--- src/rtl/demux_dispatch_ctrl.sv ---
// One-entry buffer that steers each word to one of four channels, addressed or round-robin; 1-cycle latency, upstream stalls while a word waits.
// Optional build macro DEMUX_CTRL_CNT_EN adds dlv_cnt, four saturating 8-bit per-channel delivery counters.
module demux_dispatch_ctrl #(
  parameter int DATA_W = 8
) (
  input  logic              clk,
  input  logic              rst_n,
  input  logic              in_valid,
  output logic              in_ready,
  input  logic [DATA_W-1:0] in_data,
  input  logic [1:0]        in_dest,
  input  logic              rr_mode,
  output logic [3:0]        out_valid,
  input  logic [3:0]        out_ready,
  output logic [DATA_W-1:0] out_data,
  output logic [1:0]        sel,
  output logic              busy
`ifdef DEMUX_CTRL_CNT_EN
  ,
  output logic [31:0]       dlv_cnt
`endif
);

  typedef enum logic {IDLE = 1'b0, HOLD = 1'b1} state_t;

  state_t            r_state;
  state_t            w_state_nxt;
  logic [DATA_W-1:0] r_data;
  logic [1:0]        r_dest;
  logic              r_mode;
  logic [1:0]        r_rr_ptr;
  logic [1:0]        w_rr_sel;
  logic [1:0]        w_idx;
  logic [1:0]        w_sel;
  logic              w_xfer;
  logic              w_cap;

  // Scan from the farthest offset down so the nearest ready channel after rr_ptr wins.
  always_comb begin
    w_rr_sel = r_rr_ptr;
    w_idx    = r_rr_ptr;
    for (int i = 3; i >= 0; i--) begin
      w_idx = r_rr_ptr + 2'(i);
      if (out_ready[w_idx]) begin
        w_rr_sel = w_idx;
      end
    end
  end

  always_comb begin
    w_state_nxt = r_state;
    w_sel       = 2'd0;
    out_valid   = 4'b0000;
    w_xfer      = 1'b0;
    if (r_state == HOLD) begin
      w_sel     = r_mode ? w_rr_sel : r_dest;
      out_valid = 4'b0001 << w_sel;
      w_xfer    = out_ready[w_sel];
    end
    in_ready = (r_state == IDLE) || w_xfer;
    w_cap    = in_valid && in_ready;
    if (w_cap) begin
      w_state_nxt = HOLD;
    end else if (w_xfer) begin
      w_state_nxt = IDLE;
    end
  end

  assign sel      = w_sel;
  assign busy     = (r_state == HOLD);
  assign out_data = r_data;

  always_ff @(posedge clk or negedge rst_n) begin
    if (!rst_n) begin
      r_state  <= IDLE;
      r_data   <= '0;
      r_dest   <= 2'd0;
      r_mode   <= 1'b0;
      r_rr_ptr <= 2'd0;
    end else begin
      r_state <= w_state_nxt;
      if (w_cap) begin
        r_data <= in_data;
        r_dest <= in_dest;
        r_mode <= rr_mode;
      end
      if (w_xfer && r_mode) begin
        r_rr_ptr <= w_sel + 2'd1;
      end
    end
  end

`ifdef DEMUX_CTRL_CNT_EN
  logic [7:0] r_cnt [4];

  always_ff @(posedge clk or negedge rst_n) begin
    if (!rst_n) begin
      for (int k = 0; k < 4; k++) begin
        r_cnt[k] <= 8'd0;
      end
    end else if (w_xfer && (r_cnt[w_sel] != 8'hFF)) begin
      r_cnt[w_sel] <= r_cnt[w_sel] + 8'd1;
    end
  end

  assign dlv_cnt = {r_cnt[3], r_cnt[2], r_cnt[1], r_cnt[0]};
`endif

endmodule

--- config.mk ---
export PLATFORM = sky130hd
export DESIGN_NAME = demux_dispatch_ctrl
export DESIGN_NICKNAME = d
export VERILOG_FILES = /design/src/rtl/demux_dispatch_ctrl.sv
export SDC_FILE = /design/constraint.sdc
export NUM_CORES = 1
export LEC_CHECK = 0
export ABC_AREA = 1
export CAP_MARGIN = 20
export CORE_ASPECT_RATIO = 0.9
export CORE_MARGIN = 4
export CORE_UTILIZATION = 39
export CTS_CLUSTER_SIZE = 24
export DETAILED_ROUTE_END_ITERATION = 10
export GPL_TIMING_DRIVEN = 0
export PLACE_DENSITY = 0.73
export SYNTH_ARGS = -nofsm -noshare
export SYNTH_HDL_FRONTEND = slang
export SYNTH_SLANG_ARGS = --single-unit
--- constraint.sdc ---
create_clock -name clk -period 1.7 [get_ports clk]
set_input_delay 0.34 -clock clk [delete_from_list [all_inputs] [get_ports clk]]
set_output_delay 0.34 -clock clk [all_outputs]
set_load 0.02 [all_outputs]
==> results of run 1 <==
[layout make-up]
type	instances	area (sq um)	share of cell area [%]
Buffer	4	37.5	2.23
Clock buffer	3	22.5	1.34
Inverter	12	52.6	3.12
Multi-Input combinational cell	108	679	40.3
Sequential cell	14	353	21.0
Tap cell	27	33.8	2.01
Timing Repair Buffer	54	505	30.0
[cell usage in the layout (no fill, tap or decap), types with 2 or more instances in the layout]
cell	n
buf_6	13
nand3_1	13
dfrtp_2	2
nand2_1	44
nor2_4	2
nand3_4	4
clkbuf_4	3
nand2_2	16
nor2_2	2
clkdlybuf4s50_1	21
nand3_2	6
inv_1	3
a31oi_1	2
dfrtp_1	12
buf_4	18
nand2_4	8
o21ai_1	4
dlygate4sd2_1	4
inv_2	7
[synth_stat cells (all sizes together)]
library cell  count  area share [%]
a31oi             2             1.3
dfrtp            14              37
or2               1            0.66
clkbuf            1            0.40
nand2            68              29
nor2              5             2.3
inv              12             4.8
nand3            23              16
buf               3             3.6
nor3              2             1.1
o21ai             6             3.2
a21boi            1             1.2
[repair_timing]
action / CTS / global route
endpoints found under the hold margin: 0 / 0
gates resized for setup: 63 / 39
pin swaps: 12 / 22
endpoints found under the setup margin: 22 / 21
cloned: 1 / 1
buffers inserted: 14 / 6
hold buffers: 0 / 0
[through the flow]
| stage | setup TNS (ns) | utilization, % | worst slack, ns |
|---|---|---|---|
| finish | -13.08 | 75.1 | -0.728 |
| global route | -15.85 | 75.1 | -0.846 |
| floorplan | -1.23 | - | -0.167 |
| global placement | -14.88 | 59.5 | -1.28 |
| CTS | -10.07 | 66.7 | -0.667 |
| detailed placement | -16.74 | 59.5 | -1.35 |
[kinds of logic after synthesis]
family,Yosys count
AOI/OAI and AO/OA,9
buffers and inverters,16
DFF,14
and+or+nand+nor,99
[path summary, 6_finish.rpt]
kind | start | to | slack, ns | cells after the start
hold / removal | rst_n | out_data[7] | 0.44 | 1
hold reg to reg | out_data[0] | out_data[0] | 0.47 | 2
min in group clk | out_data[0] | out_data[0] | 0.47 | 2
setup reg to reg | r_rr_ptr[0] | out_data[5] | -0.68 | 17
max in group asynchronous | rst_n | r_rr_ptr[0] | 0.82 | 1
setup / recovery | r_rr_ptr[0] | in_ready | -0.73 | 12
[per-layer routing]
metal	vias to the layer above	GRT usage, %	part of all wire [%]
li1	556	-	-
met1	521	22.9	43
met2	54	34.2	48
met3	9	2.83	6.3
met4	0	13.3	2.3
met5	-	0	0
[registers in the layout, indices dropped and copies added, names as in the netlist]
signal and count:
r_rr_ptr 2, r_dest 2, busy 1, r_mode 1, out_data 8
[critical path: stages, from the launching register on]
cell,delay (ns)
dfrtp_2,0.46
clkinv_4,0.14
nand2_4,0.08
nand3_4,0.09
nand2_4,0.07
a31oi_1,0.16
nand2_1,0.12
nand2_1,0.09
nand2_1,0.13
nand3_2,0.14
nand3_4,0.08
buf_6,0.13
buf_6,0.12
[power breakdown]
part / internal [mW] / switching [mW]
sequential: 0.500 / 0.170
combinational: 1.41 / 1.63
clock: 0.0821 / 0.0969
total: 1.99 / 1.90
==> impl_metrics.ini, run 1 <==
[outcome]
violations = setup timing
status = finished, violations left

[route]
vias = 1140
drtIter0Drc = 110
routed_via_density = 5.14
routed_wl_um = 3260
detail_route.wl_per_cell_um = 14.7
first_pass_iters = 4
drc = 0
ant_nets = 0

[clock_tree]
clk_path_buf_depth = 2
clock_latency_ns = 0.28
cts_sinks = 14
cts_buffers = 3
cts_root_buf = clkbuf_4
tritoncts = built
h-tree-depth = 1
clkTransAtPathRegs_ns = 0.07

[synth]
synth-simple-area-share_pct = 48.3
synth_compound_area_share_pct = 5.71
synth_area_sq_um = 942
syn_inst = 138
synth-xor-area-share_pct = 0
synthAdderAreaFrac_pct = 0
synth_nets = 156
synthMuxAreaShare_pct = 0
synth_top_family_by_area = simple AND/OR/NAND/NOR gates
ys_types = 19
ys_ff_latch = 14
ys_seq_area_share_pct = 37.2
ys_warn_count = 0
synth.avg_cell_area_sq_um = 6.83

[setup_path]
cp-start-kind = flop
cp-end-kind = output pin
worstPathRequired_ns = 1.36
cp_max_fo = 8
crit_type = reg -> out
critPathArrivalTime_ns = 2.09

[cells_and_area]
fin_nets = 215
final_cell_count_no_fill = 222
stdcell_area_sq_um = 1680
synthToLayoutAreaGrowth_pct = 78.8
diodes = 0
layout-drive-gt1-share_pct = 45.1
fillCellCount = 164

[floorplan]
dieArea_sq_um = 3270
start_util_pct = 42.0
die_y_um = 54.6
die_w_um = 59.8
ios = 34
coreArea_sq_um = 2240
rows = 16

[pwr]
p_leak_nw = 0.860
max-vdd-ir-drop_v = 0.00152
power_mw = 3.88
powerDensity_nw_per_um2 = 2310

[place]
dp.cells = 198
place_congestion = 0.784
place_hpwl_um = 1950
io_buffer_count = 33
placedInstanceArea_sq_um = 1330

[timing]
layout_setup_ws_ns = -0.728
worst_hold_slack_ns = 0.444
drv_slew = 0
max_freq_mhz = 412
hold_viol = 0
tightest_slew_ns = 0.614
finalCriticalPeriod_ns = 2.43
slew-limit-headroom_pct = 58.9
skew_ns = 0.00265
finalCritPeriodShare_pct = 143
rsz0062_at_grt = true
finalSetupViolations = 21

[global_routing]
grt_max_degree = 15
grt-ovfl-total = 0
grt_pass1_vias = 1083
grt_usage_pct = 19.8
grt_antenna_before_repair = 0
grt_pass1_wl_um = 4800

[hold_path]
hp-class = in -> async

[flow_run]
maxCapViolations = 0
Power figures use the tool's default switching activity.
==> inputs of run 2 (changes only) <==
--- a/config.mk
+++ b/config.mk
@@ -7,7 +7,6 @@
 export LEC_CHECK = 0
 export ABC_AREA = 1
 export CAP_MARGIN = 20
-export CORE_ASPECT_RATIO = 0.9
 export CORE_MARGIN = 4
 export CORE_UTILIZATION = 39
 export CTS_CLUSTER_SIZE = 24
==> run 2 against run 1 <==
Compared with the run above: the run still ends with setup timing left; register-to-register slack better by 0.14 ns; first-iteration DRC count is 65% lower; clock skew hardly changed; critical path type is now in -> out; largest cell class unchanged; largest power group unchanged.
==> impl_metrics.ini, run 2 (same netlist as run 1, synthesis figures left out) <==
[cells_and_area]
synthToLayoutAreaGrowth_pct = 74.8
layout-drive-gt1-share_pct = 44.0
layout_common_cells = 44 x nand2_1, 22 x clkdlybuf4s50_1, 16 x nand2_2
stdcell_area_sq_um = 1650
fin_nets = 210
final_common_cell = nand2_1
final_cell_count_no_fill = 219
largest_register_ffs = 8
diodes = 0

[outcome]
status = finished, violations left
violations = setup timing

[route]
detail_route.wl_per_cell_um = 14.2
routed_via_density = 5.17
first_pass_iters = 4
ant_nets = 0
routed_wl_um = 3120
vias = 1132
drtIter0Drc = 38
drc = 0

[pwr]
max-vdd-ir-drop_v = 0.00160
p_leak_nw = 0.829
p_seq_share_pct = 18.2
p_int_mw = 1.90
combPwrFrac_pct = 75.5
powerDensity_nw_per_um2 = 2250
clkPwrFrac_pct = 6.3
sw_frac_of_total_pct = 48.8
p_sw_mw = 1.81

[clock_tree]
tritoncts = built
clock_latency_ns = 0.27
cts_sinks = 14
clk_path_buf_depth = 2
holdBufCountCts = 0
clkTransAtPathRegs_ns = 0.08
cts_buffers = 3
cts_root_buf = clkbuf_4
h-tree-depth = 1

[timing]
rsz0062_at_grt = true
finalCriticalPeriod_ns = 2.39
tightest_slew_ns = 0.608
skew_ns = 0.00272
drv_slew = 0
max_freq_mhz = 419
finalCritPeriodShare_pct = 141
layout_setup_ws_ns = -0.689
slew-limit-headroom_pct = 59.3
final.setup.tns_ns = -11.48
finalSetupViolations = 21
hold_viol = 0

[global_routing]
grt-ovfl-total = 0
grt_antenna_before_repair = 0
grt_pass1_wl_um = 4620
grt_pass1_vias = 1125
grt_usage_pct = 17.3
grt_max_degree = 15

[floorplan]
die_y_um = 57.2
die_w_um = 57.2
dieArea_sq_um = 3270
start_util_pct = 41.8
coreArea_sq_um = 2250
rows = 17
ios = 34

[setup_path]
cp-end-kind = output pin
cp_max_fo = 5
worstPathRequired_ns = 1.36
critPathArrivalTime_ns = 2.05
r2r_slack_ns = -0.54
reg2reg_depth = 17
crit_type = in -> out
timing.rr.start = r_rr_ptr[0]
rr_endpoint = r_mode
cp-start-kind = input pin

[place]
place_congestion = 0.835
place_hpwl_um = 1940
placedInstanceArea_sq_um = 1340
dp.cells = 199
io_buffer_count = 33

[flow_run]
maxCapViolations = 0

[hold_path]
hp-class = in -> async
run 2: critical path: stages:
cell and delay (ns):
clkdlybuf4s50_1 0.42, inv_2 0.13, nand2_2 0.09, nand3_2 0.07
nand2_2 0.08, a31oi_1 0.17, nand2_1 0.13, a21boi_2 0.19
buf_4 0.15, buf_4 0.10, nor3_2 0.03, buf_4 0.16
run 2: routing by layer:
| metal | global-route usage (%) | up-vias | part of all wire (%) |
|---|---|---|---|
| met5 | 0 | - | 0 |
| met4 | 7.62 | 0 | 2.3 |
| met3 | 2.71 | 8 | 5.0 |
| met2 | 32.6 | 37 | 54 |
| met1 | 18.7 | 543 | 38 |
| li1 | - | 544 | - |
run 2: layout make-up:
type,instances,area (sq um)
well taps,28,35.0
multi-input cells,108,671
clock buffers,4,36.3
fillers,183,608
repair buffers,49,462
inverters,12,52.6
flip-flops and latches,14,353
plain buffers,4,37.5
run 2: timing repair:
action	CTS	global route
gates cloned	2	0
endpoints found under the hold margin	0	0
gates resized for setup	68	28
setup buffers	12	3
pin swaps	19	15
endpoints found under the setup margin	22	21
run 2: metrics by stage:
step	total power, mW	hold slack (ns)	utilization [%]	worst slack (ns)
2_1_floorplan	1.98	0.0444	-	-0.167
3_3_place_gp	2.64	0.454	59.2	-1.26
3_5_place_dp	2.69	0.462	59.2	-1.29
4_1_cts	3.35	0.456	67.0	-0.682
5_1_grt	3.96	0.482	73.0	-0.799
6_report	3.71	0.444	73.0	-0.689
run 2: power groups by stage:
stage / Sequential, mW / Clock [mW] / Combinational, mW
after floorplan: 0.747 / 0 / 1.24
after global placement: 0.636 / 0 / 2.00
after detailed placement: 0.645 / 0 / 2.04
after CTS: 0.655 / 0.241 / 2.46
after global routing: 0.694 / 0.258 / 3.01
final: 0.675 / 0.233 / 2.80
run 2: how the worst max path moves through the flow:
stage / start / to
2_1_floorplan: r_rr_ptr[0] / in_ready
3_3_place_gp: out_ready[1] / in_ready
3_5_place_dp: out_ready[1] / in_ready
4_1_cts: r_rr_ptr[0] / in_ready
5_1_grt: r_rr_ptr[0] / out_valid[2]
6_report: out_ready[3] / out_valid[3]
==> inputs of run 3 (changes only) <==
--- a/config.mk
+++ b/config.mk
@@ -7,7 +7,7 @@
 export LEC_CHECK = 0
 export ABC_AREA = 1
 export CAP_MARGIN = 20
-export CORE_MARGIN = 4
+export CORE_MARGIN = 1
 export CORE_UTILIZATION = 39
 export CTS_CLUSTER_SIZE = 24
 export DETAILED_ROUTE_END_ITERATION = 10
==> run 3 against run 2 <==
Compared with the run above: critical path type unchanged; cell count down 1.8%; sequential share of layout area up 1.2 points; register-to-register slack better by 0.11 ns; hold slack worse by 0.0038 ns; global-route usage up 5.0 points; clock skew up 0.0040 ns; wire length down 16%; flip-flop and latch count unchanged; die area down 20%; cell area down 5.3%; highest routed layer unchanged; clock power about the same; clock-buffer cell count unchanged; the run still ends with setup timing left.
==> impl_metrics.ini, run 3 (same netlist as run 1, synthesis figures left out) <==
[timing]
drv_slew = 0
tightest_slew_ns = 0.605
layout_setup_ws_ns = -0.632
skew_ns = 0.00673
finalCritPeriodShare_pct = 137
hold_viol = 0
slew-limit-headroom_pct = 59.5
finalSetupViolations = 21
max_freq_mhz = 429
rsz0062_at_grt = true
finalCriticalPeriod_ns = 2.33

[pwr]
p_seq_share_pct = 19.2
max-vdd-ir-drop_v = 0.00142
p_sw_mw = 1.67
p_int_mw = 1.78
clkPwrFrac_pct = 6.7
p_leak_nw = 0.783
powerDensity_nw_per_um2 = 2220
sw_frac_of_total_pct = 48.4
power_mw = 3.46
combPwrFrac_pct = 74.1

[clock_tree]
cts_sinks = 14
cts_buffers = 3
holdBufCountCts = 0
tritoncts = built
h-tree-depth = 1
cts_root_buf = clkbuf_4
clock_latency_ns = 0.27
clkTransAtPathRegs_ns = 0.08
clk_path_buf_depth = 2

[route]
routed_via_density = 5.13
vias = 1102
routed_wl_um = 2620
ant_nets = 0
detail_route.wl_per_cell_um = 12.2
drtIter0Drc = 7
drc = 0
first_pass_iters = 4

[cells_and_area]
final_cell_count_no_fill = 215
diodes = 0
layout_common_cells = 46 x nand2_1, 22 x clkdlybuf4s50_1, 19 x nand2_2
layout-drive-gt1-share_pct = 41.2
seq_area_sq_um = 353
synthToLayoutAreaGrowth_pct = 65.5
largest_register_ffs = 8
final_common_cell = nand2_1
multi_input_area_sq_um = 624
fillCellCount = 202
stdcell_area_sq_um = 1560
fin_nets = 206

[setup_path]
worst_path_most_repeated_cell = nand2_2
cp_max_fo = 5
critPathArrivalTime_ns = 1.99
cp-start-kind = input pin
crit_type = in -> out
cp-end-kind = output pin
worstPathRequired_ns = 1.36
worst_path_largest_cell_delay_ns = 0.41
cp_num_buf_inv = 4
slowest_stage = clkdlybuf4s50_1
path_cells = clkdlybuf4s50_1 -> inv_2 -> nand2_2 -> nand3_2 -> nand2_2 -> nor2_4 -> nand2_2 -> nand2_4 -> nand3_4 -> nand2_4 -> nand2_1 -> nand3_2 -> nand3_4 -> buf_6 -> buf_6
cpLargestDelayFamily = simple AND/OR/NAND/NOR gates

[global_routing]
grt-ovfl-total = 0
grt_antenna_before_repair = 0
grt_pass1_vias = 1082
grt_pass1_wl_um = 4430
grt_max_degree = 15
grt_usage_pct = 22.2

[outcome]
violations = setup timing
status = finished, violations left

[floorplan]
coreArea_sq_um = 2250
ios = 34
start_util_pct = 41.8
die_w_um = 51.2
dieArea_sq_um = 2620
rows = 17
die_y_um = 51.2

[place]
place_congestion = 0.780
dp.cells = 199
placedInstanceArea_sq_um = 1340
io_buffer_count = 33
place_hpwl_um = 1860

[flow_run]
maxCapViolations = 0

[hold_path]
hp-class = in -> async
[run 3: changes by cell type in the layout (fill, tap and decap cells not counted), sizes merged]
cell / previous run / this run
buf: 26 / 22
[run 3: worst reg2reg max path, delay by kind of cell (launching register included)]
kind                   cells  cell delay, ns
AND/OR/NAND/NOR           14            1.08
buffers and inverters      4            0.49
flip-flops                 1            0.46
[run 3: power by group through the flow]
stage | Combinational [mW] | Sequential [mW] | Clock (mW)
final | 2.56 | 0.663 | 0.233
after global routing | 2.78 | 0.690 | 0.257
after floorplan | 1.24 | 0.747 | 0
after CTS | 2.44 | 0.653 | 0.240
after detailed placement | 2.04 | 0.640 | 0
after global placement | 2.00 | 0.638 | 0
[run 3: worst paths after layout]
path / end / slack, ns / cells after the start / start
setup / recovery: in_ready / -0.63 / 15 / out_ready[3]
hold / removal: r_dest[0] / 0.44 / 1 / rst_n
setup reg to reg: out_data[1] / -0.43 / 18 / r_rr_ptr[0]
hold reg to reg: out_data[0] / 0.48 / 2 / out_data[0]
max in group asynchronous: r_rr_ptr[1] / 0.83 / 1 / rst_n
min in group clk: out_data[0] / 0.48 / 2 / out_data[0]
[run 3: final cells by class]
class,count,area share [%]
sequential,14,22.6
inverter,12,3.37
tap,28,2.25
clock buffer,4,2.33
multi-input combinational,108,40.0
buffer,4,2.41
timing repair buffer,45,27.0
[run 3: per-layer routing]
| metal | GRT usage, % | vias to the layer above | routed length (um) | share of wire [%] |
|---|---|---|---|---|
| li1 | - | 541 | - | - |
| met1 | 24.5 | 524 | 1040 | 40 |
| met2 | 40.6 | 31 | 1400 | 54 |
| met3 | 4.17 | 6 | 128 | 4.9 |
| met4 | 10.2 | 0 | 46 | 1.8 |
| met5 | 0 | - | 0 | 0 |
[run 3: timing repair]
item,CTS,global route
pin swaps,13,6
gates cloned,2,0
buffers inserted,10,0
gates resized for setup,71,13
setup endpoints to repair,22,21
[run 3: stage by stage]
stage / worst slack [ns] / hold WS (ns) / util [%] / setup TNS, ns
after floorplan: -0.167 / 0.0444 / - / -1.23
after global placement: -1.27 / 0.456 / 59.2 / -14.81
after detailed placement: -1.29 / 0.461 / 59.2 / -15.78
after CTS: -0.646 / 0.461 / 67.1 / -9.08
after global routing: -0.783 / 0.500 / 69.1 / -12.38
final: -0.632 / 0.440 / 69.1 / -8.96
